`src/rtl/stream_mux.sv`:
```
// rtl/stream_mux.sv - N-to-1 handshaked stream mux with packet lock and registered output
module stream_mux #(
    parameter int DATA_WIDTH = 64,
    parameter int NUM_CH     = 5,
    parameter int SEL_WIDTH  = $clog2(NUM_CH)
) (
    input  logic                         i_clk,
    input  logic                         i_arstn,
    input  logic                         i_mode,
    input  logic [SEL_WIDTH-1:0]         i_sel,
    input  logic [NUM_CH-1:0]            i_valid,
    input  logic [NUM_CH*DATA_WIDTH-1:0] i_data,
    input  logic [NUM_CH-1:0]            i_last,
    output logic [NUM_CH-1:0]            o_ready,
    output logic                         o_valid,
    output logic [DATA_WIDTH-1:0]        o_data,
    output logic                         o_last,
    output logic [SEL_WIDTH-1:0]         o_ch,
    input  logic                         i_ready,
    output logic                         o_locked
);

    typedef enum logic {
        UNLOCKED = 1'b0,
        LOCKED   = 1'b1
    } state_t;

    localparam logic [SEL_WIDTH:0] NUM_CH_W = (SEL_WIDTH+1)'(NUM_CH);

    state_t                 state;
    state_t                 state_next;
    logic [SEL_WIDTH-1:0]   lock_ch;
    logic [SEL_WIDTH-1:0]   rr_ptr;
    logic [SEL_WIDTH-1:0]   grant;
    logic                   grant_valid;
    logic                   load_en;
    logic                   xfer_in;
    logic                   in_last;
    logic [DATA_WIDTH-1:0]  in_data;
    logic [SEL_WIDTH:0]     rr_idx;

    assign load_en  = !o_valid || i_ready;
    assign o_locked = (state == LOCKED);

    // Round-robin search runs backwards so the last hit is the first channel at or after rr_ptr.
    always_comb begin
        grant       = '0;
        grant_valid = 1'b0;
        rr_idx      = '0;
        if (state == LOCKED) begin
            grant       = lock_ch;
            grant_valid = 1'b1;
        end else if (!i_mode) begin
            grant       = i_sel;
            grant_valid = ({1'b0, i_sel} < NUM_CH_W);
        end else begin
            for (int i = NUM_CH - 1; i >= 0; i--) begin
                rr_idx = {1'b0, rr_ptr} + (SEL_WIDTH+1)'(i);
                if (rr_idx >= NUM_CH_W) begin
                    rr_idx = rr_idx - NUM_CH_W;
                end
                if (i_valid[rr_idx[SEL_WIDTH-1:0]]) begin
                    grant       = rr_idx[SEL_WIDTH-1:0];
                    grant_valid = 1'b1;
                end
            end
        end
    end

    always_comb begin
        o_ready = '0;
        in_data = '0;
        in_last = 1'b0;
        for (int k = 0; k < NUM_CH; k++) begin
            if (grant == SEL_WIDTH'(k)) begin
                o_ready[k] = i_arstn && load_en && grant_valid && i_valid[k];
                in_data    = i_data[k*DATA_WIDTH +: DATA_WIDTH];
                in_last    = i_last[k];
            end
        end
    end

    assign xfer_in = |o_ready;

    always_comb begin
        state_next = state;
        if (xfer_in) begin
            state_next = in_last ? UNLOCKED : LOCKED;
        end
    end

    always_ff @(posedge i_clk or negedge i_arstn) begin
        if (!i_arstn) begin
            state <= UNLOCKED;
        end else begin
            state <= state_next;
        end
    end

    always_ff @(posedge i_clk or negedge i_arstn) begin
        if (!i_arstn) begin
            lock_ch <= '0;
            rr_ptr  <= '0;
            o_valid <= 1'b0;
            o_data  <= '0;
            o_last  <= 1'b0;
            o_ch    <= '0;
        end else begin
            if (xfer_in) begin
                if (!in_last) begin
                    lock_ch <= grant;
                end else begin
                    rr_ptr <= (grant == SEL_WIDTH'(NUM_CH - 1)) ? '0 : grant + 1'b1;
                end
            end
            if (load_en) begin
                o_valid <= xfer_in;
                if (xfer_in) begin
                    o_data <= in_data;
                    o_last <= in_last;
                    o_ch   <= grant;
                end
            end
        end
    end

endmodule
```
`config.mk`:
```
export PLATFORM = sky130hd
export DESIGN_NAME = stream_mux
export DESIGN_NICKNAME = d
export VERILOG_FILES = /design/src/rtl/stream_mux.sv
export SDC_FILE = /design/constraint.sdc
export NUM_CORES = 1
export LEC_CHECK = 0
export ABC_AREA = 1
export BUFFER_PORTS_ARGS = -buffer_cell sky130_fd_sc_hd__buf_2
export CAP_MARGIN = 20
export CORE_AREA = 2 2 162 164
export CTS_BUF_LIST = sky130_fd_sc_hd__clkbuf_4 sky130_fd_sc_hd__clkbuf_8
export CTS_CLUSTER_DIAMETER = 40
export DETAILED_ROUTE_END_ITERATION = 8
export DIE_AREA = 0 0 164 166
export GPL_ROUTABILITY_DRIVEN = 0
export GPL_TIMING_DRIVEN = 0
export PLACE_DENSITY = 0.63
export SLEW_MARGIN = 20
export SYNTH_ARGS = -nofsm -noshare
export SYNTH_HDL_FRONTEND = slang
export SYNTH_SLANG_ARGS = --single-unit
```
`constraint.sdc`:
```
create_clock -name i_clk -period 5.2 [get_ports i_clk]
set_clock_uncertainty 0.05 [all_clocks]
set_input_delay 1.04 -clock i_clk [delete_from_list [all_inputs] [get_ports i_clk]]
set_output_delay 1.04 -clock i_clk [all_outputs]
set_load 0.05 [all_outputs]
```
### After elaboration in Yosys (flattened, before gate mapping)

Cells that the tools add are included.
Widths: inputs -> output; s select.

| cells by class | value |
|---|---|
| $add $sub $neg | 10 |
| divide/modulo/power cells | 0 |
| $mul | 0 |
| equal/unequal tests | 4 |
| reduce and logical (&&, ||, !) cells | 14 |
| mux-type cells | 56 |
| shifts and indexed selects | 0 |
| $lt $le $gt $ge | 11 |
| bitwise operators | 1 |

Operator list:

| kind | count |
|---|---|
| $mux 64 | 5 |
| $mux 3 | 23 |
| $mux 1 | 23 |
| $lt 3x4->1 const B | 5 |
| $ge 4x3->1 const B | 4 |
| $bmux 1 s3 | 5 |
| $sub 3x3->3 const B | 5 |
| $add 3x2->4 const B | 2 |
| $logic_and 1x1->1 | 7 |
| $eq 3x2->1 const B | 2 |
| $reduce_and 2->1 | 3 |
| $reduce_or 5->1 | 1 |
| $add 3x1->4 const B | 1 |
| $add 3x3->4 const B | 1 |
| $add 3x1->3 const B | 1 |
| $eq 3x1->1 const B | 1 |
| $eq 3x3->1 const B | 1 |
| $ge 3x3->1 const B | 1 |
| $logic_not 3->1 | 1 |
| $lt 3x3->1 const B | 1 |
| $logic_not 1->1 | 1 |
| $logic_or 1x1->1 | 1 |
| $not 1->1 | 1 |

| word-level totals | value |
|---|---|
| memory bits (read-only) | 0 |
| memories kept | 0 |
| output and inout bits | 75 |
| register bits after elaboration | 76 |
| input bits | 337 |
| latch bits | 0 |
| word-level logic and storage cells | 103 |
| bits in writable memories | 0 |

### Logic depth before layout (Yosys ltp)

| logic depth | value |
|---|---|
| word-level depth | 22 |
| mapped depth | 34 |
| mapped depth without buffers | 31 |

### Worst setup path before layout

Ideal clock, no wire load.

| path | value |
|---|---|
| path type | reg2out |
| start | register rr_ptr[0] |
| end | output o_ready[0] |
| arrival time | 3,744 ps |
| path slack | 366 ps |
| buffers on the path | 0 |
| data required time | 4,110 ps |
| stages on the path, launching flop included | 18 |
| path through | dfrtp_1 -> inv_2 -> ha_1 -> inv_1 -> fa_1 -> inv_1 -> o21ai_2 -> o21ai_0 -> inv_1 -> nand3_1 -> a21boi_0 -> o211ai_1 -> nand2_1 -> nand3_1 -> a21boi_0 -> ha_1 -> nand3_1 -> nor2_1 |

| on the way | value |
|---|---|
| word-level cells in the longest chain between the ends | 17 |
| elaborated cells on any way between the ends | 57 |
| those cells by class | add/sub: 9; order compare: 5; mux: 40; reduce/logical: 3 |

Ends and longest elaborated chain:

| what | line | source |
|---|---|---|
| start, declared | 33 | `logic [SEL_WIDTH-1:0] rr_ptr;` |
| start signal, assigned | 113 | `rr_ptr <= (grant == SEL_WIDTH'(NUM_CH - 1)) ? '0 : grant + 1'b1;` |
| $add 3x3->4 | 58 | `rr_idx = {1'b0, rr_ptr} + (SEL_WIDTH+1)'(i);` |
| $ge 4x3->1 or $sub 3x3->3 (tied branches) | 59, 60 |  |
| $mux 3 | 59 | `if (rr_idx >= NUM_CH_W) begin` |
| $mux 3 | 53 | `end else if (!i_mode) begin` |
| $mux 3 | 50 | `if (state == LOCKED) begin` |
| $bmux 1 s3 | 62 | `if (i_valid[rr_idx[SEL_WIDTH-1:0]]) begin` |
| $mux 1 (not written as such) | 62 |  |
| $mux 1 (5 in series) | 62 |  |
| $mux 1 | 53 |  |
| $mux 1 | 50 |  |
| $logic_and 1x1->1 (2 in series) | 76 | `o_ready[k] = i_arstn && load_en && grant_valid && i_valid[k];` |
| $mux 1 (*) | 75 | `if (grant == SEL_WIDTH'(k)) begin` |
| end, declared | 14 | `output logic [NUM_CH-1:0] o_ready,` |

Mark *: on every way between the ends. The rest lies on a longest branch, timed or not. The select of a mux whose other input is x is not followed.

### Worst setup path after layout

| path | value |
|---|---|
| start | register rr_ptr[0] |
| end | output o_ready[3] |

| on the way | value |
|---|---|
| elaborated cells on any way between the ends | 57 |
| those cells by class | add/sub: 9; order compare: 5; eq/ne: 1; mux: 40; reduce/logical: 2 |

RTL lines:

| what | line | source |
|---|---|---|
| $add 3x3->4 | 58 |  |
| $ge 4x3->1 or $sub 3x3->3 (tied branches) | 59, 60 |  |
| $mux 3 | 59 |  |
| $mux 3 | 53 |  |
| $mux 3 | 50 |  |
| $bmux 1 s3 | 62 |  |
| $mux 1 (not written as such) | 62 |  |
| $mux 3 (4 in series) | 62 |  |
| $mux 3 (*) | 62 |  |
| $mux 3 (*) | 53 |  |
| $mux 3 (*) | 50 |  |
| net grant[0] | 34 | `logic [SEL_WIDTH-1:0] grant;` |
| $eq 3x2->1 (*) | 75 |  |
| $mux 1 (*) | 75 |  |

The timed path passes the listed nets; every way through them passes the cells marked *. The select of a mux whose other input is x is not followed.

==> results by group <==
Status
  – Run status: completed

Routing
  – Metal-1 WL: 14,650 um
  – 1st-iter DRT viols: 772
  – Uppermost layer routed: met5
  – Vias per Instance: 5.076
  – WL/cell: 18.02 um
  – Vias post-DR: 10.16k
  – Met3 wire len: 2821 um
  – # DRC: 0
  – Routed length on met2: 17,380 um
  – Drt first pass iters: 6
  – Routed WL: 36,070 um
  – Post-route ant nets: 0

Clocking
  – H-tree Lvls: 3
  – Hold_buf cts: 0
  – Worst-path clk slew: 0.09 ns
  – Clk_lat worst skew: 0.36 ns
  – Clock root buffer master: clkbuf_8
  – CTS Buf Count: 9
  – CTS tree: built
  – Clock Sinks: 76
  – CTS Buffer Depth: 2

Die
  – Num ports: 412
  – Die ar.: 27,220 um2
  – Core box area: 25,620 um2
  – Initial Util: 28.81%
  – DIE HEIGHT: 166 um
  – Site Rows: 59
  – Die width: 164 um

Yosys
  – Mapped Area: 7380 um2
  – Primary FF master, synth: dfrtp_1
  – Multiplexer share of the synthesized area: 0%
  – Synth Net Count: 1,575
  – Adder-cell share of the synthesized area: 2.645%
  – Compound-Gate Fraction of Synth Area: 6.952%
  – Cells after synthesis: 1,223
  – Number of synthesis warnings: 0
  – Yosys top cell by area: dfrtp_1
  – Synth unique cells: 31
  – Largest family of logic cells by synthesized area: simple AND/OR/NAND/NOR gates
  – #FFs+latches synth: 76
  – Ys async rst share: 100.0%
  – Number of flops mapped to enable cells by yosys: 0
  – Post-synth top area share: 25.77%
  – Post-Synth XOR/XNOR Area: 0.2374%
  – Post-Synth Simple-Gate Area: 52.02%
  – Seq/Total Area, Yosys: 25.77%
  – Area contributors post-synth: dfrtp_1 (26%), nand3_1 (20%), nand2_1 (18%)
  – Syn avg cell area: 6.034 um2

Final layout
  – Share of cells above drive strength 1: 33.49%
  – Finished Core Util: 40.18%
  – Layout area overhead: 39.49%
  – Nets: 2,004
  – Register Area: 1904 um2
  – Multi-input logic area: 4678 um2
  – Fillcell total: 2,863

Global route
  – Largest net degree at the start of global routing: 42
  – Initial antenna violation count: 12
  – Congestion Overflow GR: 0
  – Number of global-route vias before repair: 9,605
  – Global-route usage over all layers: 25.75%
  – First-pass GRT wire length: 53,590 um

Timing
  – Slew headroom: 41.05%
  – Actual slew at the worst max-slew pin: 0.8842 ns
  – # setup viols final: 0
  – Fmax: 202.6 MHz
  – Period minus WS final: 4.935 ns
  – Max Slew Vio Count: 0
  – Final Hold Viols: 0
  – Final WS setup: 0.2646 ns
  – Final Cycle Share: 94.91%

Worst setup path
  – CP startpoint kind: flop
  – Top cell by count, worst path: nand2_1
  – Crit path cell chain: clkinv_4 > ha_1 > ha_4 > nand2_1 > nand2_2 > nand2_1 > nand2_1 > nand2_1 > nand3_1 > nand2_1 > nand2_1 > nand2_2 > o211ai_1 > o211ai_1 > nand2_1 > nand3_1 > a21boi_4 > inv_2 > ha_1 > ha_4 > nand3_2 > inv_1 > buf_6
  – Worst path slowest cell: dfrtp_2
  – Crit path DAT: 3.85 ns
  – Worst Path Required: 4.11 ns
  – Critical Setup Path Class: reg2out
  – Maximum fanout along the worst path: 10
  – Max incr delay on CP: 0.40 ns
  – Endpoint class of the critical path: output pin

Pwr
  – Max VDD drop: 296.2 uV
  – P per Cell Area: 844.2 nW/um2
  – LEAKAGE: 5.676 nW

Run
  – Max cap viols: 0

Placed design
  – Worst slack at placement: -0.7942 ns
  – HPWL Detailed: 28,980 um
  – IO Port Bufs: 411

Worst hold path
  – Hold Path Class: reg2reg
==> where the power goes <==
part	internal (mW)	total, mW	leakage, nW	switching (mW)
registers	0.856	1.00	0.973	0.146
clock network	0.235	0.492	0.101	0.257
logic	2.21	7.20	4.60	4.98
==> worst max-delay path, delay by kind of cell (launching register included) <==
family | cells | cell delay (ns)
AND/OR/NAND/NOR | 12 | 1.07
adder cells (fa/ha/maj) | 4 | 0.98
AO/OA/AOI/OAI | 3 | 0.60
buffers and inverters | 4 | 0.41
flip-flops | 1 | 0.40
==> state kept, by name (all words and copies together) (netlist names) <==
| signal | count |
|---|---|
| o_locked | 1 |
| rr_ptr | 3 |
| o_ch | 3 |
| o_data | 64 |
| o_valid | 1 |
| o_last | 1 |
| lock_ch | 3 |
==> cells by family after synthesis <==
family | Yosys count
flip-flops | 76
buffers and inverters | 211
AO/OA/AOI/OAI | 94
adder cells (fa/ha/maj) | 15
AND/OR/NAND/NOR | 825
XOR/XNOR | 2
==> cell usage in the layout, fill, tap and decap left out, types with 2 or more instances in the layout <==
cell and count:
nand2_1 362, nand2_2 8, buf_1 9, diode_2 9, or2_2 38, ha_4 4, clkbuf_8 9, dfrtp_1 74
nand3_2 3, buf_6 12, o21ai_0 68, a21boi_4 2, a21oi_1 3, nand4_1 71, a21oi_4 2, buf_2 433
ha_1 10, inv_1 106, clkinv_4 2, dfrtp_2 2, inv_2 11, buf_4 13, or2_1 29, nor2_1 19
nand3_1 294, o211ai_1 2, o21ai_1 8, o21ai_2 5, clkbuf_1 41, clkbuf_4 4
==> stage by stage <==
step           power [mW]  instances  hold WS [ns]  setup TNS (ns)  area, um2
6_report            8.690       2001        0.4295               0      10290
5_1_grt             9.541       1998        0.4453       -0.005806      10290
4_1_cts             8.509       1987        0.4284               0      10130
3_5_place_dp        7.918       1970        0.4062          -45.31       9878
3_3_place_gp        7.831       1969        0.4039          -34.63       9856
2_1_floorplan       5.980       1223        0.3845               0       7380
==> repair_timing <==
item                       in CTS  in global routing
setup endpoints to repair      81                 66
gates cloned                    0                  0
buffers inserted                1                  7
pin swaps                       0                  8
resized for setup              16                 25
==> per-layer routing <==
metal,up-vias,global-route usage [%]
met5,-,0
met4,8,9.420
met3,84,5.195
met2,511,43.04
met1,4651,32.64
li1,4904,-
==> synth_stat cells (3+ instances only) <==
cell,count
buf_1,9
nand3_1,296
o21ai_0,70
nor2_1,19
ha_1,14
inv_1,110
o21ai_1,8
a21oi_1,4
nand2_2,7
buf_4,5
or2_2,38
o21ai_2,3
dfrtp_1,76
nand4_1,71
buf_6,9
nand2_1,363
inv_2,8
clkbuf_1,42
or2_1,29
buf_2,28
a21boi_0,3
==> final timing paths <==
path,startpoint,to,slack [ns],cells past startpoint
min reg2reg,o_data[0],o_data[0],0.43,2
max in group asynchronous,i_arstn,o_data[57],3.86,2
min,o_data[0],o_data[0],0.43,2
max,rr_ptr[0],o_ready[3],0.26,23
max reg2reg,rr_ptr[0],o_data[60],0.43,25
min in group asynchronous,i_arstn,o_data[26],0.59,1
==> cell type report <==
cell class	count	area share, %
multi-input cells	936	45.45
repair buffers	420	20.98
diodes	9	0.2188
flip-flops and latches	76	18.50
well taps	335	4.072
clock buffers	11	1.349
clock inverters	5	0.5834
plain buffers	91	4.497
inverters	118	4.352
Note: power is estimated with default switching activity, not from simulation.
